## src/rtl/instr_encoder.sv

```systemverilog
// Encodes symbolic instruction requests into MIPS words and streams them through a FIFO into instruction memory.
// Optional build macro ENC_ILLEGAL_TRAP_EN: illegal kinds set a sticky err and produce no word instead of a NOP.
module instr_encoder #(
  parameter int unsigned DEPTH      = 4,
  parameter logic [31:0] BASE_ADDR  = 32'h0000_0000,
  parameter int unsigned IMEM_WORDS = 256
) (
  input  logic        clk,
  input  logic        rst_n,
  input  logic        start,
  input  logic        in_valid,
  output logic        in_ready,
  input  logic [3:0]  in_kind,
  input  logic [4:0]  in_rs,
  input  logic [4:0]  in_rt,
  input  logic [4:0]  in_rd,
  input  logic [15:0] in_imm,
  input  logic [25:0] in_target,
  input  logic        in_last,
  output logic        imem_we,
  input  logic        imem_ready,
  output logic [31:0] imem_addr,
  output logic [31:0] imem_wdata,
  output logic        busy,
  output logic        done,
  output logic        err,
  output logic [15:0] word_count
);

  localparam int unsigned AW = $clog2(DEPTH);
  localparam logic [31:0] LAST_ADDR = BASE_ADDR + 32'(4 * (IMEM_WORDS - 1));

  typedef enum logic [1:0] {S_IDLE, S_RUN, S_DRAIN, S_DONE} state_t;
  typedef enum logic [3:0] {
    K_ADD = 4'd0, K_SUB = 4'd1, K_AND = 4'd2, K_OR = 4'd3, K_ADDI = 4'd4,
    K_ORI = 4'd5, K_BEQ = 4'd6, K_J = 4'd7, K_LW = 4'd8, K_SW = 4'd9
  } kind_t;

  state_t        state, state_next;
  logic [AW:0]   wr_ptr, rd_ptr;
  logic [32:0]   mem [DEPTH];
  logic [32:0]   head;
  logic [31:0]   addr;
  logic [31:0]   enc_word;
  logic          fifo_full, fifo_empty;
  logic          accept, push, pop, restart;

  always_comb begin
    enc_word = '0;
    case (in_kind)
      K_ADD:  enc_word = {6'b000000, in_rs, in_rt, in_rd, 5'b00000, 6'b100000};
      K_SUB:  enc_word = {6'b000000, in_rs, in_rt, in_rd, 5'b00000, 6'b100010};
      K_AND:  enc_word = {6'b000000, in_rs, in_rt, in_rd, 5'b00000, 6'b100100};
      K_OR:   enc_word = {6'b000000, in_rs, in_rt, in_rd, 5'b00000, 6'b100101};
      K_ADDI: enc_word = {6'b001000, in_rs, in_rt, in_imm};
      K_ORI:  enc_word = {6'b001101, in_rs, in_rt, in_imm};
      K_BEQ:  enc_word = {6'b000100, in_rs, in_rt, in_imm};
      K_J:    enc_word = {6'b000010, in_target};
      K_LW:   enc_word = {6'b100011, in_rs, in_rt, in_imm};
      K_SW:   enc_word = {6'b101011, in_rs, in_rt, in_imm};
      default: enc_word = '0;
    endcase
  end

  assign fifo_empty = (wr_ptr == rd_ptr);
  assign fifo_full  = (wr_ptr[AW] != rd_ptr[AW]) && (wr_ptr[AW-1:0] == rd_ptr[AW-1:0]);
  assign head       = mem[rd_ptr[AW-1:0]];

  // in_ready looks only at the current full flag, so a same-cycle pop never frees a slot early.
  assign in_ready   = (state == S_RUN) && !fifo_full;
  assign imem_we    = ((state == S_RUN) || (state == S_DRAIN)) && !fifo_empty;
  assign imem_addr  = imem_we ? addr : '0;
  assign imem_wdata = imem_we ? head[31:0] : '0;
  assign busy       = (state == S_RUN) || (state == S_DRAIN);
  assign done       = (state == S_DONE);

  assign accept  = in_valid && in_ready;
  assign pop     = imem_we && imem_ready;
  assign restart = (state == S_IDLE) && start;

`ifdef ENC_ILLEGAL_TRAP_EN
  logic illegal_kind;
  assign illegal_kind = (in_kind > 4'd9);
  assign push = accept && !illegal_kind;

  always_ff @(posedge clk or negedge rst_n) begin
    if (!rst_n) begin
      err <= 1'b0;
    end else if (restart) begin
      err <= 1'b0;
    end else if (accept && illegal_kind) begin
      err <= 1'b1;
    end
  end
`else
  assign push = accept;
  assign err  = 1'b0;
`endif

  always_comb begin
    state_next = state;
    case (state)
      S_IDLE:  if (start) state_next = S_RUN;
      S_RUN:   if (accept && in_last) state_next = S_DRAIN;
      // Empty check covers a trapped last request that never entered the FIFO.
      S_DRAIN: if (fifo_empty || (pop && head[32])) state_next = S_DONE;
      S_DONE:  state_next = S_IDLE;
      default: state_next = S_IDLE;
    endcase
  end

  always_ff @(posedge clk or negedge rst_n) begin
    if (!rst_n) begin
      state      <= S_IDLE;
      wr_ptr     <= '0;
      rd_ptr     <= '0;
      addr       <= BASE_ADDR;
      word_count <= '0;
    end else begin
      state <= state_next;
      if (restart) begin
        wr_ptr     <= '0;
        rd_ptr     <= '0;
        addr       <= BASE_ADDR;
        word_count <= '0;
      end else begin
        if (push) wr_ptr <= wr_ptr + 1'b1;
        if (pop) begin
          rd_ptr <= rd_ptr + 1'b1;
          addr   <= (addr == LAST_ADDR) ? BASE_ADDR : addr + 32'd4;
          if (word_count != '1) word_count <= word_count + 16'd1;
        end
      end
    end
  end

  always_ff @(posedge clk) begin
    if (push) mem[wr_ptr[AW-1:0]] <= {in_last, enc_word};
  end

endmodule

```

## config.mk

```make
export PLATFORM = sky130hd
export DESIGN_NAME = instr_encoder
export DESIGN_NICKNAME = d
export VERILOG_FILES = /design/src/rtl/instr_encoder.sv
export SDC_FILE = /design/constraint.sdc
export NUM_CORES = 1
export LEC_CHECK = 0
export CAP_MARGIN = 5
export CORE_ASPECT_RATIO = 0.9
export CORE_MARGIN = 3
export CORE_UTILIZATION = 30
export DETAILED_ROUTE_END_ITERATION = 6
export HOLD_SLACK_MARGIN = 0.08
export PLACE_DENSITY = 0.5
export SLEW_MARGIN = 20
export SYNTH_ARGS = -nofsm -noshare
export SYNTH_HDL_FRONTEND = slang
export SYNTH_SLANG_ARGS = --single-unit
```

## constraint.sdc

```tcl
create_clock -name clk -period 4.7 [get_ports clk]
set_clock_uncertainty 0.05 [all_clocks]
set_input_delay 0.94 -clock clk [delete_from_list [all_inputs] [get_ports clk]]
set_output_delay 0.94 -clock clk [all_outputs]
set_load 0.005 [all_outputs]
```

==> impl_metrics.toml, run 1 <==
[logic_synthesis]
ys_types = 64
synth_cells = 686
async_flop_share_pct = 29.67
synth_top_family_by_area = "simple AND/OR/NAND/NOR gates"
ys.flop_type = "edfxtp_1"
syn_area_per_cell_um2 = 12.95
synth_seq_area_share_pct = 58.50
synthSimpleGateAreaFrac_pct = 15.31
synth_top_area_share_pct = 43.28
synth_adder_area_share_pct = 1.832
muxShareOfSynthArea_pct = 8.509
synth_top_cell_by_area = "edfxtp_1"
synth_xor_area_share_pct = 2.141
synth_edf_count = 128
yosys_warnings = 0
synth-compound-area-share_pct = 9.961
synth_area_leaders = "edfxtp_1, dfrtp_1, mux4_2, and3_1, a31oi_1"
syn-cell-area_mm2 = 0.008881
ys_ff_latch = 182

[sta]
relSlewSlack_pct = 33.89
rsz0062_at_grt = "no"
timing_max_transition_violations_final = 0
worstMarginPinSlew_ps = 991.6
fin_setup_tns_ps = 0
max_freq_ghz = 0.2665
finalSetupViolCount = 0
period_minus_slack_ps = 3752
finalHoldViolations = 0
finalCritPeriodShare_pct = 79.83

[grt]
grt_antenna_before_repair = 0
grt_pass1_vias = 6282
grt_max_degree = 61
grt_usage_pct = 14.47
grt_pass1_wl_um = 36150
grt_overflow = 0

[floorplanning]
die_x_um = 187.4
die_h_um = 169.2
ios = 152
initial_core_util_pct = 30.61
coreArea_mm2 = 0.02901
die_area_mm2 = 0.03171
num_rows = 59

[cells_and_area]
diodes = 0
utilization_pct = 39.19
layout.nets = 895
syn_to_final_growth_pct = 28.01
n_fill_cell = 2742
drive_above_1_share_pct = 11.59

[power]
leakagePower_nw = 4.298
p_per_area_mw_per_mm2 = 531.2
vdd_drop_max_uv = 258.3

[cts]
clock_path_buffers = 2
cts_setup_buffers = 0
cts_resized = 0
cts_tree = "built"
clk_pin_slew_ps = 70
cts_hold_buf = 0
cts_inserted_buffers = 17
cts-root-buf = "clkbuf_16"
cts_sinks = 182
h-tree-depth = 4
clk_latency_ps = 430

[route]
first_pass_iters = 5
vias_per_cell = 5.077
final_antenna_net_count = 0
drt_iter0_markers = 418
vias = 6214
wl_per_cell_um = 18.54
drt-total-wl_um = 22700
drc = 0

[run]
maxCapViolCount = 0

[placed_design]
dpl.hpwl_um = 14990
gp_congestion = 0.7944
numPortBuffers = 147

[setup_path]
worstPathCellList = "xnor2_1 -> nand3_2 -> buf_4 -> and3_1 -> clkdlybuf4s50_1"
max_stage_delay_ps = 470
slowest_stage = "clkdlybuf4s50_1"
critPathTopFamily = "buffers and inverters"
start_kind = "flop"
critPathArrivalTime_ps = 2760
crit_type = "reg -> out"
path_buf_inv = 2
crit_required_ps = 3710
cp_max_fo = 20
end_kind = "output pin"

[run_status]
status = "complete, no violations"

[min_path]
hp-class = "in -> async"
[cell usage in the layout, fill, tap and decap left out, types with 5 or more instances in the layout]
cell type	count
a21oi_1	12
a222oi_1	5
a22o_1	17
a31oi_1	40
a41oi_1	5
and2_1	8
and3_1	73
and4_1	5
buf_4	13
clkbuf_16	17
clkdlybuf4s50_1	146
clkinv_8	5
dfrtp_1	53
edfxtp_1	128
ha_1	12
inv_1	18
mux4_2	31
nand2_1	44
nand2b_1	8
nand3_1	23
nand3b_1	5
nand4_1	13
nor2_1	35
nor3_1	5
nor4_1	5
o21ai_0	10
xnor2_1	12
xor2_1	6
[routing by layer]
metal	vias to the layer above	GRT usage, %	wire length [um]
met4	0	3.418	145
met5	-	0	0
met2	170	22.64	10460
met1	3113	20.37	10870
li1	2921	-	-
met3	10	3.635	1219
[Yosys cell counts (6+ instances only)]
| library cell | number |
|---|---|
| nor2_1 | 35 |
| and3_1 | 74 |
| nand2b_1 | 8 |
| nand4_1 | 13 |
| o21ai_0 | 10 |
| buf_1 | 7 |
| ha_1 | 13 |
| edfxtp_1 | 128 |
| xor2_1 | 6 |
| and2_1 | 8 |
| a31oi_1 | 40 |
| a22o_1 | 17 |
| a21oi_1 | 12 |
| clkbuf_1 | 29 |
| mux4_2 | 31 |
| buf_2 | 10 |
| nand3_1 | 24 |
| dfrtp_1 | 54 |
| inv_1 | 18 |
| xnor2_1 | 12 |
| nand2_1 | 44 |
[metrics by stage]
stage,worst slack (ps),hold WS [ps],instance area (um2),cells,power [mW]
floorplan,2178,427.6,8892,689,3.472
global placement,1291,493.2,10750,1192,4.638
detailed placement,1284,489.5,10750,1192,4.648
CTS,905.1,481.3,11370,1224,6.137
global route,734.4,500.0,11370,1224,6.441
finish,948.1,463.0,11370,1224,6.039
[final timing paths]
kind / to / startpoint / cells after the start / slack (ps)
max: imem_wdata[19] / wr_ptr[2] / 5 / 950
min: addr[5] / rst_n / 1 / 460
max reg2reg: word_count[15] / state[0] / 7 / 1990
min reg2reg: word_count[1] / word_count[1] / 2 / 500
max in group asynchronous: word_count[10] / rst_n / 2 / 3300
min in group clk: word_count[1] / word_count[1] / 2 / 500
[final cells by class]
cell class	count	area [um2]	area share, %
Multi-Input combinational cell	434	3388	29.80
Inverter	18	67.56	0.5943
Tap cell	396	495.5	4.358
Timing Repair Buffer	162	1604	14.11
Clock inverter	15	191.4	1.684
Sequential cell	182	5196	45.71
Clock buffer	17	425.4	3.742
[registers in the layout (all words and copies together), names as in the netlist]
register	flops
mem	128
addr	30
word_count	16
rd_ptr	3
wr_ptr	3
state	2
[power breakdown]
group | switching (mW) | leakage, nW | internal (mW)
clock | 0.739 | 0.292 | 0.731
sequential | 0.119 | 1.91 | 1.91
combinational | 1.38 | 2.10 | 1.16
[worst reg2reg max path, delay by kind of cell, from the launching register on]
kind | cells | cell delay, ps
AOI/OAI and AO/OA | 3 | 1080
and+or+nand+nor | 2 | 700
DFF | 1 | 420
adders and majority gates | 1 | 220
buffers and inverters | 1 | 120
[logic make-up after synthesis]
logic type | count (synthesis)
flops | 182
xor+xnor | 20
other cells | 1
compound gates | 119
fa+ha+maj | 13
mux | 35
buf+inv | 73
simple gates | 243
(Power assumes the default switching activity.)
==> run 2, diff against run 1 <==
- clock period: 4.7 -> 3.7 ns (I/O delays scaled with it)
==> run 2 against run 1 <==
Net effect:
- clock power is 28% higher
- non-clock buffer count is 6 higher
- combinational power is 28% higher
- via count hardly changed
- design area is 0.57% higher
- routed wire length is 1.1% lower
- register-to-register slack worse by 1300 ps
- utilization is 0.22 points higher
- total power is 28% higher
- worst hold slack worse by 220 ps
- die area stayed put
- critical endpoint is now imem_wdata[25]
==> impl_metrics.toml, run 2 (synthesis gave the netlist of run 1 again) <==
[grt]
grt_pass1_vias = 6182
grt_antenna_before_repair = 0
grt_pass1_wl_um = 35870
grt_usage_pct = 14.36
grt_overflow = 0
grt_max_degree = 42

[route]
drc = 0
final_antenna_net_count = 0
first_pass_iters = 6
wl_per_cell_um = 18.25
drt-total-wl_um = 22440
vias = 6212
vias_per_cell = 5.050
drt_iter0_markers = 586

[setup_path]
worstPathCellList = "inv_1 -> ha_2 -> buf_4 -> and3_1 -> clkdlybuf4s50_1"
rrSetupSlack_ps = 690
reg2reg_to = "addr[17]"
rr_worst_depth = 8
slowest_stage = "ha_2"
cp_max_fo = 36
max_stage_delay_ps = 700
crit_type = "reg -> out"
critPathArrivalTime_ps = 2710
worstSetupStartpoint = "state[0]"
end_kind = "output pin"
cp-endpoint = "imem_wdata[25]"
crit_required_ps = 2910
start_kind = "flop"
r2r_start = "state[0]"

[sta]
max_freq_ghz = 0.2855
worstMarginPinSlew_ps = 886.6
period_minus_slack_ps = 3503
finalCritPeriodShare_pct = 94.67
fin_setup_tns_ps = 0
finalHoldViolations = 0
finalSetupViolCount = 0
timing_max_transition_violations_final = 0
fin_ws_ps = 197.4
relSlewSlack_pct = 40.89
rsz0062_at_grt = "no"

[cts]
h-tree-depth = 4
cts_hold_buf = 0
cts_sinks = 182
cts_inserted_buffers = 17
cts_resized = 0
cts_setup_buffers = 0
cts_tree = "built"
cts-root-buf = "clkbuf_16"
clock_path_buffers = 2
clk_latency_ps = 440
clk_pin_slew_ps = 80

[floorplanning]
die_h_um = 169.2
die_area_mm2 = 0.03171
initial_core_util_pct = 30.61
die_x_um = 187.4
ios = 152
coreArea_mm2 = 0.02901
num_rows = 59

[cells_and_area]
layout.nets = 901
drive_above_1_share_pct = 12.23
mostFrequentLayoutCells = "clkdlybuf4s50_1, edfxtp_1, and3_1, dfrtp_1, nand2_1"
n_fill_cell = 2744
utilization_pct = 39.41
register_area_mm2 = 0.005196
largest_reg_flops = 128
multi_input_area_mm2 = 0.003388
diodes = 0
syn_to_final_growth_pct = 28.74
layout_commonest_cell = "clkdlybuf4s50_1"
final_area_mm2 = 0.01143

[placed_design]
numPortBuffers = 147
dp_slack_ps = 460.7
dpl-instance-area_mm2 = 0.01080
dpl.hpwl_um = 15530
gp_congestion = 0.7695

[power]
vdd_drop_max_uv = 467.6
total_power_mw = 7.716
p_per_area_mw_per_mm2 = 674.9
leakagePower_nw = 4.333

[min_path]
hp-class = "in -> async"

[run]
maxCapViolCount = 0

[run_status]
status = "complete, no violations"
-- run 2: changes by cell type in the layout (fill, tap and decap cells not counted), sizes merged --
cell	before	now
buf	16	22
clkinv	6	7
inv	25	24
-- run 2: worst min path at each step --
stage	start	end	cells after the start
floorplan	rst_n	addr[10]	0
global placement	addr[5]	addr[5]	1
detailed placement	addr[7]	addr[7]	1
CTS	rst_n	addr[6]	1
global route	rst_n	addr[6]	1
finish	rst_n	addr[6]	1
-- run 2: layout make-up --
class / instances / area share (%)
Sequential cell: 182 / 45.45
Multi-Input combinational cell: 434 / 29.63
Timing Repair Buffer: 168 / 14.42
Tap cell: 396 / 4.334
Clock buffer: 17 / 3.721
Clock inverter: 15 / 1.849
Inverter: 18 / 0.5909
-- run 2: per-stage QoR --
stage	std cells	hold slack, ps
2_1_floorplan	689	394.4
3_3_place_gp	1198	486.5
3_5_place_dp	1198	503.1
4_1_cts	1230	247.0
5_1_grt	1230	288.3
6_report	1230	241.1
-- run 2: power breakdown --
part	internal, mW	switching (mW)
Clock	0.939	0.938
Combinational	1.52	1.74
Sequential	2.43	0.156
Total	4.89	2.83
-- run 2: worst max-delay path, delay by kind of cell, from the launching register on --
| family | cells | cell delay (ps) |
|---|---|---|
| adders and majority gates | 1 | 700 |
| DFF | 1 | 400 |
| buffers and inverters | 3 | 950 |
| and+or+nand+nor | 1 | 210 |
-- run 2: routing by layer --
metal  share of wire (%)  GRT usage [%]
met5                   0              0
met4                 1.1          3.779
met3                 4.9          2.767
met2                  46          22.53
met1                  48          20.56
